### src/rtl/conv_ctrl_pkg.sv
// conv_ctrl_pkg: shared types and constants for the convolution sequencer.
//   conv_state_t : sequencer FSM states (IDLE, CLEAR, ACC, WRITE, DONE)
//   DEF_IMG_DIM / DEF_KER_DIM : default image and kernel side lengths
//   TAPS, OUT_DIM, PAD_OFF    : constants derived from the defaults
// Build option: CONV_SAME_PAD_EN selects same-size (zero padded) output.
package conv_ctrl_pkg;

   typedef enum logic [2:0] {
      IDLE,
      CLEAR,
      ACC,
      WRITE,
      DONE
   } conv_state_t;

   localparam int DEF_IMG_DIM = 4;
   localparam int DEF_KER_DIM = 3;

   function automatic int out_dim_of(input int img_dim, input int ker_dim);
`ifdef CONV_SAME_PAD_EN
      out_dim_of = img_dim + 0 * ker_dim;
`else
      out_dim_of = img_dim - ker_dim + 1;
`endif
   endfunction

   function automatic int pad_off_of(input int ker_dim);
      pad_off_of = (ker_dim - 1) / 2;
   endfunction

   localparam int TAPS    = DEF_KER_DIM * DEF_KER_DIM;
   localparam int OUT_DIM = out_dim_of(DEF_IMG_DIM, DEF_KER_DIM);
   localparam int PAD_OFF = pad_off_of(DEF_KER_DIM);

endpackage

### src/rtl/conv_idx_counter.sv
// conv_idx_counter: 2-D row-major index counter (col fastest).
//   clk, rst    : clock, synchronous active-low reset
//   clr         : return to (0,0)
//   en          : advance one position, wrapping to (0,0) after the last
//   row, col    : current position
//   wrap        : current position is the last one (ROWS-1, COLS-1)
module conv_idx_counter #(
   parameter int ROWS = 3,
   parameter int COLS = 3,
   parameter int W    = 2
) (
   input  logic         clk,
   input  logic         rst,
   input  logic         clr,
   input  logic         en,
   output logic [W-1:0] row,
   output logic [W-1:0] col,
   output logic         wrap
);

   localparam logic [W-1:0] ROW_LAST = W'(ROWS - 1);
   localparam logic [W-1:0] COL_LAST = W'(COLS - 1);

   assign wrap = (row == ROW_LAST) && (col == COL_LAST);

   always_ff @(posedge clk) begin
      if (!rst || clr) begin
         row <= '0;
         col <= '0;
      end else if (en) begin
         if (col == COL_LAST) begin
            col <= '0;
            row <= (row == ROW_LAST) ? '0 : row + 1'b1;
         end else begin
            col <= col + 1'b1;
         end
      end
   end

endmodule

### src/rtl/conv_seq_ctrl.sv
// conv_seq_ctrl: sequencer for the 8-bit convolution datapath.
// Walks every output position of a KER_DIM x KER_DIM kernel over an
// IMG_DIM x IMG_DIM image, driving operand selects and MAC strobes.
//   clk, rst            : clock, synchronous active-low reset
//   start               : begin a full pass (only honoured in IDLE)
//   hold                : stall tap stepping while accumulating
//   busy, done          : pass in progress / one-cycle end-of-pass pulse
//   mac_clr, mac_en     : accumulator clear / accumulate current tap
//   out_valid           : accumulator holds a finished output
//   a_row, a_col        : image operand select
//   b_row, b_col        : kernel operand select
//   use_zero            : select the zero register instead of the image
//   out_row, out_col    : output position being produced
// Build option: CONV_SAME_PAD_EN gives same-size output with zero padding;
// undefined gives valid-only convolution.
module conv_seq_ctrl
   import conv_ctrl_pkg::*;
#(
   parameter int IMG_DIM = DEF_IMG_DIM,
   parameter int KER_DIM = DEF_KER_DIM,
   parameter int IDX_W   = $clog2(IMG_DIM)
) (
   input  logic             clk,
   input  logic             rst,
   input  logic             start,
   input  logic             hold,
   output logic             busy,
   output logic             done,
   output logic             mac_clr,
   output logic             mac_en,
   output logic             out_valid,
   output logic [IDX_W-1:0] a_row,
   output logic [IDX_W-1:0] a_col,
   output logic [IDX_W-1:0] b_row,
   output logic [IDX_W-1:0] b_col,
   output logic             use_zero,
   output logic [IDX_W-1:0] out_row,
   output logic [IDX_W-1:0] out_col
);

   localparam int N_OUT = out_dim_of(IMG_DIM, KER_DIM);

   conv_state_t      state;
   logic             last_tap;

   logic             tap_clr, tap_en, tap_wrap;
   logic [IDX_W-1:0] tap_row, tap_col;
   logic             pos_clr, pos_en, pos_wrap;
   logic [IDX_W-1:0] pos_row, pos_col;

   logic [IDX_W-1:0] sel_a_row, sel_a_col;
   logic             sel_zero;

   conv_idx_counter #(
      .ROWS (KER_DIM),
      .COLS (KER_DIM),
      .W    (IDX_W)
   ) u_tap_cnt (
      .clk  (clk),
      .rst  (rst),
      .clr  (tap_clr),
      .en   (tap_en),
      .row  (tap_row),
      .col  (tap_col),
      .wrap (tap_wrap)
   );

   conv_idx_counter #(
      .ROWS (N_OUT),
      .COLS (N_OUT),
      .W    (IDX_W)
   ) u_pos_cnt (
      .clk  (clk),
      .rst  (rst),
      .clr  (pos_clr),
      .en   (pos_en),
      .row  (pos_row),
      .col  (pos_col),
      .wrap (pos_wrap)
   );

   // The tap counter points at the next tap to issue. Taps are issued on
   // the CLEAR edge (tap 0) and on every unstalled ACC edge; the registered
   // strobe/selects then coincide in the following cycle.
   always_comb begin
      tap_clr = 1'b0;
      tap_en  = 1'b0;
      pos_clr = 1'b0;
      pos_en  = 1'b0;
      case (state)
         IDLE: begin
            pos_clr = start;
            tap_clr = start;
         end
         CLEAR: tap_en = 1'b1;
         ACC:   tap_en = !hold && !last_tap;
         WRITE: begin
            tap_clr = 1'b1;
            pos_en  = !pos_wrap;
         end
         default: ;
      endcase
   end

`ifdef CONV_SAME_PAD_EN
   localparam logic signed [IDX_W:0] PAD_S   = (IDX_W + 1)'(pad_off_of(KER_DIM));
   localparam logic signed [IDX_W:0] IMG_MAX = (IDX_W + 1)'(IMG_DIM - 1);

   logic signed [IDX_W:0] eff_row, eff_col;
   logic                  in_img;

   always_comb begin
      eff_row = $signed({1'b0, pos_row}) + $signed({1'b0, tap_row}) - PAD_S;
      eff_col = $signed({1'b0, pos_col}) + $signed({1'b0, tap_col}) - PAD_S;
      in_img  = !eff_row[IDX_W] && (eff_row <= IMG_MAX) &&
                !eff_col[IDX_W] && (eff_col <= IMG_MAX);
      sel_zero  = !in_img;
      sel_a_row = in_img ? eff_row[IDX_W-1:0] : '0;
      sel_a_col = in_img ? eff_col[IDX_W-1:0] : '0;
   end
`else
   always_comb begin
      sel_a_row = pos_row + tap_row;
      sel_a_col = pos_col + tap_col;
      sel_zero  = 1'b0;
   end
`endif

   always_ff @(posedge clk) begin
      if (!rst) begin
         state     <= IDLE;
         last_tap  <= 1'b0;
         busy      <= 1'b0;
         done      <= 1'b0;
         mac_clr   <= 1'b0;
         mac_en    <= 1'b0;
         out_valid <= 1'b0;
         a_row     <= '0;
         a_col     <= '0;
         b_row     <= '0;
         b_col     <= '0;
         use_zero  <= 1'b0;
         out_row   <= '0;
         out_col   <= '0;
      end else begin
         case (state)
            IDLE: begin
               if (start) begin
                  state   <= CLEAR;
                  busy    <= 1'b1;
                  mac_clr <= 1'b1;
                  out_row <= '0;
                  out_col <= '0;
               end
            end
            CLEAR: begin
               mac_clr <= 1'b0;
               state   <= ACC;
            end
            ACC: begin
               // A stall keeps the last issued selects on the bus.
               if (hold) begin
                  mac_en <= 1'b0;
               end else if (last_tap) begin
                  mac_en    <= 1'b0;
                  a_row     <= '0;
                  a_col     <= '0;
                  b_row     <= '0;
                  b_col     <= '0;
                  use_zero  <= 1'b0;
                  out_valid <= 1'b1;
                  state     <= WRITE;
               end
            end
            WRITE: begin
               out_valid <= 1'b0;
               if (pos_wrap) begin
                  done  <= 1'b1;
                  state <= DONE;
               end else begin
                  mac_clr <= 1'b1;
                  state   <= CLEAR;
               end
            end
            DONE: begin
               done    <= 1'b0;
               busy    <= 1'b0;
               out_row <= '0;
               out_col <= '0;
               state   <= IDLE;
            end
            default: state <= IDLE;
         endcase

         if (tap_en) begin
            mac_en   <= 1'b1;
            out_row  <= pos_row;
            out_col  <= pos_col;
            b_row    <= tap_row;
            b_col    <= tap_col;
            a_row    <= sel_a_row;
            a_col    <= sel_a_col;
            use_zero <= sel_zero;
            last_tap <= tap_wrap;
         end
      end
   end

endmodule

### config.mk
export PLATFORM = sky130hd
export DESIGN_NAME = conv_seq_ctrl
export DESIGN_NICKNAME = d
export VERILOG_FILES = /design/src/rtl/conv_ctrl_pkg.sv /design/src/rtl/conv_idx_counter.sv /design/src/rtl/conv_seq_ctrl.sv
export SDC_FILE = /design/constraint.sdc
export NUM_CORES = 1
export LEC_CHECK = 0
export ABC_AREA = 1
export CAP_MARGIN = 20
export CORE_MARGIN = 2
export CORE_UTILIZATION = 49
export CTS_BUF_LIST = sky130_fd_sc_hd__clkbuf_4
export DETAILED_ROUTE_END_ITERATION = 6
export HOLD_SLACK_MARGIN = 0.03
export PLACE_DENSITY = 0.78
export SYNTH_ARGS = -nofsm -noshare
export SYNTH_HDL_FRONTEND = slang
export SYNTH_SLANG_ARGS = --single-unit
### constraint.sdc
create_clock -name clk -period 1.2 [get_ports clk]
set_input_delay 0.3 -clock clk [delete_from_list [all_inputs] [get_ports clk]]
set_output_delay 0.3 -clock clk [all_outputs]
set_load 0.05 [all_outputs]
==> results of run 1 <==
==> registers in the layout, summed over array words and instances (netlist names) <==
name	flops
done	1
b_row	2
out_col	2
u_pos_cnt.row	2
u_tap_cnt.row	2
mac_clr	1
a_col	2
b_col	2
out_row	2
mac_en	1
u_pos_cnt.col	2
state	3
a_row	2
u_tap_cnt.col	2
busy	1
out_valid	1
last_tap	1
==> cells in the final DEF, fill, tap and decap left out, types with 5 or more instances in the layout <==
master / Yosys / layout
dfxtp_2: 0 / 13
buf_12: 0 / 17
a21oi_1: 20 / 14
clkbuf_4: 0 / 6
nor2_1: 19 / 15
nand3_1: 13 / 9
dfxtp_1: 29 / 14
a21oi_2: 0 / 6
nand2_2: 1 / 5
inv_1: 21 / 19
nand2_1: 48 / 44
buf_4: 1 / 14
==> per-layer routing <==
| metal | track usage [%] | vias up |
|---|---|---|
| met5 | 0 | - |
| met4 | 10.1 | 0 |
| met3 | 5.39 | 10 |
| met2 | 40.5 | 48 |
| met1 | 29.1 | 660 |
| li1 | - | 656 |
==> stage by stage <==
stage,setup TNS [ps],hold WS (ps)
after global placement,-6390,470
after detailed placement,-8000,484
after CTS,-2.21,497
after global routing,-554,520
after floorplan,0,398
final,-32.9,492
==> final cells by class <==
cell class / instances / area, µm²
inverters: 24 / 92.6
well taps: 30 / 37.5
fillers: 148 / 488
clock inverters: 2 / 33.8
multi-input cells: 124 / 698
repair buffers: 36 / 500
flip-flops and latches: 29 / 604
clock buffers: 6 / 45.0
==> how the worst max path moves through the flow <==
| stage | startpoint | end | slack [ps] | depth (start not counted) |
|---|---|---|---|---|
| 2_1_floorplan | state[0]$_SDFFE_PN0P_ | a_row[1]$_SDFFE_PN0P_ | 90 | 6 |
| 3_3_place_gp | hold | u_tap_cnt.row[1]$_SDFFE_PP0P_ | -320 | 7 |
| 3_5_place_dp | hold | u_tap_cnt.col[0]$_SDFFE_PP0P_ | -400 | 8 |
| 4_1_cts | state[2]$_SDFFE_PN0P_ | u_pos_cnt.row[1]$_SDFFE_PP0P_ | -2 | 6 |
| 5_1_grt | state[0]$_SDFFE_PN0P_ | u_tap_cnt.col[1]$_SDFFE_PP0P_ | -80 | 6 |
| 6_report | state[0]$_SDFFE_PN0P_ | u_tap_cnt.col[1]$_SDFFE_PP0P_ | -30 | 6 |
==> kinds of logic (layout without fill, tap and decap cells) <==
| logic type | count (synthesis) | count (layout) |
|---|---|---|
| buffers and inverters | 28 | 68 |
| AO/OA/AOI/OAI | 25 | 25 |
| adder cells (fa/ha/maj) | 2 | 2 |
| AND/OR/NAND/NOR | 95 | 96 |
| other | 1 | 1 |
| flip-flops | 29 | 29 |
==> worst max-delay path, cell delays in order (launching register included) <==
cell and delay, ps:
dfxtp_4 380, buf_6 120, nor2_4 110, nand3_4 140, nand2_8 120, nand2_1 110, a21oi_1 180
==> power by group <==
| part | internal [mW] | switching (mW) | leakage, nW |
|---|---|---|---|
| registers | 1.01 | 0.0559 | 0.242 |
| clock network | 0.456 | 0.332 | 0.0433 |
| logic | 0.265 | 0.388 | 0.554 |
| total | 1.73 | 0.775 | 0.840 |
==> timing repair <==
item / in CTS / in global routing
setup endpoints to repair: 18 / 36
resized for setup: 7 / 38
gates cloned: 1 / 0
pin swaps: 3 / 7
buffers inserted: 1 / 0
==> results.md, run 1 <==
- RR Endpoint: u_tap_cnt.col[1]$_SDFFE_PP0P_
- Core Region: 2500 µm²
- Simple-Gate Fraction of Synth Area: roughly a third
- Placement Cell Area: about 1800 µm²
- Largest net degree at the start of global routing: 12
- Synthesized area per cell: about 7.2 µm²
- Hold path depth: 2
- DIE AREA: between 3000 and 4000 µm²
- CP Class: register to register
- R2r setup slk: -30 ps
- RD Place Congestion: ~0.84
- Vias in the first global route: 1310
- I/O pin count: 22
- Port Buf Inserts: 20
- Synth Area in Compound Gates: 9.70%
- Worst Path Max Fanout: 8
- Placed cells: approximately 240
- Final worst slack: -26.5 ps
- Syn_nets: 186
- CTS max path bufs: 2
- DR pass1 iterations: 7
- Endpoints failing hold: 0
- DR WL/cell: around 15 µm
- Startpoint Class: register
- R2R Path Start: state[0]$_SDFFE_PN0P_
- Uppermost layer routed: met4
- CTS Sinks: 29
- Netlist Area Pre-Place: 1300 µm²
- First-pass GRT wire length: approximately 5.8 mm
- Distinct cells, synth: 24
- Die height: about 56 µm
- Initial drt markers: 46
- Ranking of synthesized cells by area: dfxtp_1 (45%), nand2_1 (14%), a21oi_1 (7.7%), inv_1 (6.1%), nor2_1 (5.5%)
- Post-Synth Adder-Cell Area: 1.92%
- Seq/Total Area, Yosys: 44.6%
- Residual DRC: 0
- Share of the synthesized area in the top cell type: between 40 and 50%
- Post-synth EDFFs: 0
- Root buffer cell: clkbuf_4
- N_diodes: 0
- CTS buffer count: 5
- Setup Skew: roughly 9 ps
- Max VDD drop: 1010 µV
- Failing checks: setup timing
- Antenna violations before repair: 0
- Top-count cell post-synth: nand2_1
- Synth-to-Final Area Change: 54.5%
- Static Leak: around 0.84 nW
- Row count: 18
- Synth area leader: dfxtp_1
- Post-Syn Instances: 180
- Fin util: 80.5%
- YS warnings: 0
- Pins Over Slew Limit: 0
- Wl on met1: approximately 1.5 mm
- Met2 WL post-DR: approximately 1.9 mm
- Worst EP arrival: 1490 ps
- Status: finished with violations
- Tcrit/Tclk final: 102%
- Main flop type after synthesis: dfxtp_1
- Drt total wl: around 3.7 mm
- Layout cells sized above 1: 38.9%
- Worst skew pair latency: approximately 330 ps
- Detail Route Antenna Nets: 0
- Endpoints failing setup: 2
- Remaining global-route overflow: 0
- Nets: between 200 and 250
- Hold Path Class: register to register
- CP required: ~1500 ps
- Commonest cells in the netlist: nand2_1 (48), dfxtp_1 (29), inv_1 (21)
- Metal3 WL: a little under 200 µm
- Pwr/cell area: 1250 nW/µm²
- Worst hold start: a_col[1]$_SDFFE_PN0P_
- Max-cap violations: 0
- CTS tree: built
- Final Non-Filler Cells: ~250
- F_max: 0.815 GHz
- Min Tclk post-route: 1230 ps
- Vias/cell: approximately 5.5
- Power Total: around 2.5 mW
- WHS Endpoint: a_col[1]$_SDFFE_PN0P_
- Reg clk slew, reported paths: around 90 ps
- Reg2reg path depth: 6
- Design Area, Final: between 2000 and 2500 µm²
- Xor/xnor share of the synthesized area: 0%
- Crit end category: register
- Die Wd: around 56 µm
- Initial Util: between 50% and 60%
- Unrepaired setup endpoints after global routing: yes
- Htree depth: 2
- Mux contribution to synthesized area: 0%
- Worst slack at placement: -397 ps
- Via count: ~1400
- DP HPWL: 2.38 mm
- Fraction of registers with async set/reset: 0%
- GRT Util Overall: 23.9%
- Cts hold-fix bufs: 0
- Synthesized flop and latch total: 29
- Largest family of logic cells by synthesized area: simple AND/OR/NAND/NOR gates
Note: power is estimated with default switching activity, not from simulation.
==> run 2, diff against run 1 <==
--- a/config.mk
+++ b/config.mk
@@ -8,11 +8,13 @@
 export ABC_AREA = 1
 export CAP_MARGIN = 20
 export CORE_MARGIN = 2
-export CORE_UTILIZATION = 49
+export CORE_UTILIZATION = 40
 export CTS_BUF_LIST = sky130_fd_sc_hd__clkbuf_4
+export CTS_CLUSTER_SIZE = 10
 export DETAILED_ROUTE_END_ITERATION = 6
 export HOLD_SLACK_MARGIN = 0.03
-export PLACE_DENSITY = 0.78
+export PLACE_DENSITY = 0.65
+export SLEW_MARGIN = 20
 export SYNTH_ARGS = -nofsm -noshare
 export SYNTH_HDL_FRONTEND = slang
 export SYNTH_SLANG_ARGS = --single-unit
==> run 2 against run 1 <==
  * The run now ends clean
  * Flip-flop and latch count unchanged
  * Non-clock buffer count down 1
  * Clock skew down 2.2 ps
  * Maximum frequency up 5.2%
  * Hold slack worse by 7.6 ps
  * Sequential power about the same
  * Die area up 21%
  * Critical path depth down 5
  * Largest cell class unchanged
  * Highest routed layer unchanged
==> results.md, run 2 (synthesized netlist as in run 1, its figures left out) <==
- Levels on crit path: 1 (was 6)
- Slowest-stage cell, CP: dfxtp_1 (was dfxtp_4)
- Crit path max-delay family: flip-flops (was simple AND/OR/NAND/NOR gates)
- Worst stage delay on the critical path: 380 ps (about the same)
- Layout cells sized above 1: 36.8% (was 38.9%)
- Pins Over Slew Limit: 0 (unchanged)
- Via count: 1319 (was 1374)
- Final Non-Filler Cells: 264 (was 251)
- Drt total wl: 3.20 mm (was 3.70 mm)
- Root buffer cell: clkbuf_4 (unchanged)
- I/O pin count: 22 (unchanged)
- Reg2reg path depth: 7 (was 6)
- Placed cells: 254 (was 241)
- Max FFs per register: 3 (unchanged)
- Vias in the first global route: 1173 (was 1310)
- Remaining global-route overflow: 0 (unchanged)
- Setup Skew: 6.65 ps (was 8.83 ps)
- First-pass GRT wire length: 5.02 mm (was 5.78 mm)
- Initial Util: 42.3% (was 52.1%)
- Hold Path Class: register to register (unchanged)
- R2r setup slk: 50 ps (was -30 ps)
- Row count: 20 (was 18)
- Startpoint Class: register (unchanged)
- Core Region: 3080 µm² (was 2500 µm²)
- DIE AREA: 3730 µm² (was 3090 µm²)
- CTS max path bufs: 2 (unchanged)
- F_max: 0.858 GHz (was 0.815 GHz)
- Min Tclk post-route: 1170 ps (was 1230 ps)
- Status: complete, no violations (was finished with violations)
- RD Place Congestion: 0.967 (was 0.841)
- Commonest non-fill, non-tap cell in the layout: nand2_1 (unchanged)
- GRT Util Overall: 18.8% (was 23.9%)
- Crit path from: mac_clr$_SDFFE_PN0P_ (was state[0]$_SDFFE_PN0P_)
- CP Class: register to output pin (was register to register)
- Max-cap violations: 0 (unchanged)
- Tcrit/Tclk final: 97.1% (was 102%)
- Vias/cell: 5.00 (was 5.47)
- R2R Path Start: state[1]$_SDFFE_PN0P_ (was state[0]$_SDFFE_PN0P_)
- DR pass1 iterations: 4 (was 7)
- Largest net degree at the start of global routing: 17 (was 12)
- Endpoints failing setup: 0 (was 2)
- Cts hold-fix bufs: 0 (unchanged)
- Endpoints failing hold: 0 (unchanged)
- Residual DRC: 0 (unchanged)
- Antenna violations before repair: 0 (unchanged)
- WP buf/inv: 1 (unchanged)
- Pwr/cell area: 1240 nW/µm² (was 1250 nW/µm²)
- Static Leak: 0.839 nW (was 0.840 nW)
- Reg clk slew, reported paths: 90 ps (about the same)
- Power Total: 2.47 mW (was 2.51 mW)
- Detail Route Antenna Nets: 0 (unchanged)
- CTS tree: built (unchanged)
- Initial drt markers: 32 (was 46)
- Hold WS: 484 ps (was 492 ps)
- DR WL/cell: 12.1 µm (was 14.7 µm)
- Reg with most FFs: state (unchanged)
- Max VDD drop: 705 µV (was 1010 µV)
- N_diodes: 0 (unchanged)
- Nets: 225 (was 226)
- CTS buffer count: 5 (unchanged)
- Crit end category: output pin (was register)
- Crit path cell chain: buf_12 (was buf_6 > nor2_4 > nand3_4 > nand2_8 > nand2_1 > a21oi_1)
- Die Wd: 61.1 µm (was 55.6 µm)
- Most frequent cells in the layout: nand2_1 (48), dfxtp_2 (21), a21oi_1 (20), inv_1 (20), buf_12 (17) (was nand2_1 (44), inv_1 (19), buf_12 (17))
- Htree depth: 2 (unchanged)
- Final TNS setup: 0 ps (was -32.9 ps)
- Worst skew pair latency: 340 ps (was 330 ps)
- CP endpoint: mac_clr (was u_tap_cnt.col[1]$_SDFFE_PP0P_)
- Port Buf Inserts: 20 (unchanged)
- Die height: 61.1 µm (was 55.6 µm)
- CTS Sinks: 29 (unchanged)
- Synth-to-Final Area Change: 52.7% (was 54.5%)
- CP required: 900 ps (was 1460 ps)
- Worst EP arrival: 870 ps (was 1490 ps)
- DP HPWL: 2.21 mm (was 2.38 mm)
- Unrepaired setup endpoints after global routing: yes (unchanged)
- Worst Path Max Fanout: 2 (was 8)
- RR Endpoint: u_tap_cnt.row[1]$_SDFFE_PP0P_ (was u_tap_cnt.col[1]$_SDFFE_PP0P_)
[run 2: changes by cell type in the layout (fill, tap and decap cells not counted), sizes merged]
cell  before  now
buf       33   32
[run 2: timing repair]
action,CTS,global route
gates cloned,0,1
setup endpoints to repair,24,38
pin swaps,1,3
setup buffers,0,1
resized for setup,5,35
endpoints found under the hold margin,0,0
[run 2: final cells by class]
| type | instances | area [µm²] |
|---|---|---|
| clock buffers | 6 | 45.0 |
| clock inverters | 2 | 33.8 |
| fillers | 270 | 1090 |
| inverters | 24 | 92.6 |
| multi-input cells | 124 | 659 |
| flip-flops and latches | 29 | 614 |
| well taps | 44 | 55.1 |
| repair buffers | 35 | 489 |
[run 2: metal layers]
metal / track usage [%] / share of wire [%] / up-vias
met4: 11.5 / 2.3 / 0
met3: 5.67 / 4.5 / 7
met1: 24.7 / 46 / 618
li1: - / - / 656
met2: 27.1 / 47 / 38
met5: 0 / 0 / -
[run 2: worst min-delay path by stage]
stage,startpoint,to,cells past startpoint
6_report,b_row[1]$_SDFFE_PN0P_,b_row[1]$_SDFFE_PN0P_,2
5_1_grt,b_col[1]$_SDFFE_PN0P_,b_col[1]$_SDFFE_PN0P_,2
4_1_cts,mac_clr$_SDFFE_PN0P_,mac_clr$_SDFFE_PN0P_,2
3_5_place_dp,mac_clr$_SDFFE_PN0P_,mac_clr$_SDFFE_PN0P_,2
3_3_place_gp,mac_clr$_SDFFE_PN0P_,mac_clr$_SDFFE_PN0P_,2
2_1_floorplan,rst,mac_en$_SDFFE_PN0P_,2
[run 2: per-stage QoR]
step	worst slack (ps)	instance area [µm²]	util [%]
after global placement	-328	1800	58.5
final	34.3	1990	64.6
after global routing	-35.3	1990	64.6
after detailed placement	-374	1800	58.5
after floorplan	94.6	1300	-
after CTS	1.54	1890	61.3
[run 2: power breakdown]
part / leakage (nW) / switching (mW) / internal [mW]
Combinational: 0.549 / 0.352 / 0.242
Clock: 0.0433 / 0.351 / 0.456
Sequential: 0.247 / 0.0583 / 1.01
[run 2: worst register-to-register path, stage by stage (launching register included)]
cell,delay [ps]
dfxtp_4,380
inv_2,70
nor2_4,110
nand3_4,140
nand2_8,120
nand2_1,90
nor2_2,100
nor2_1,50
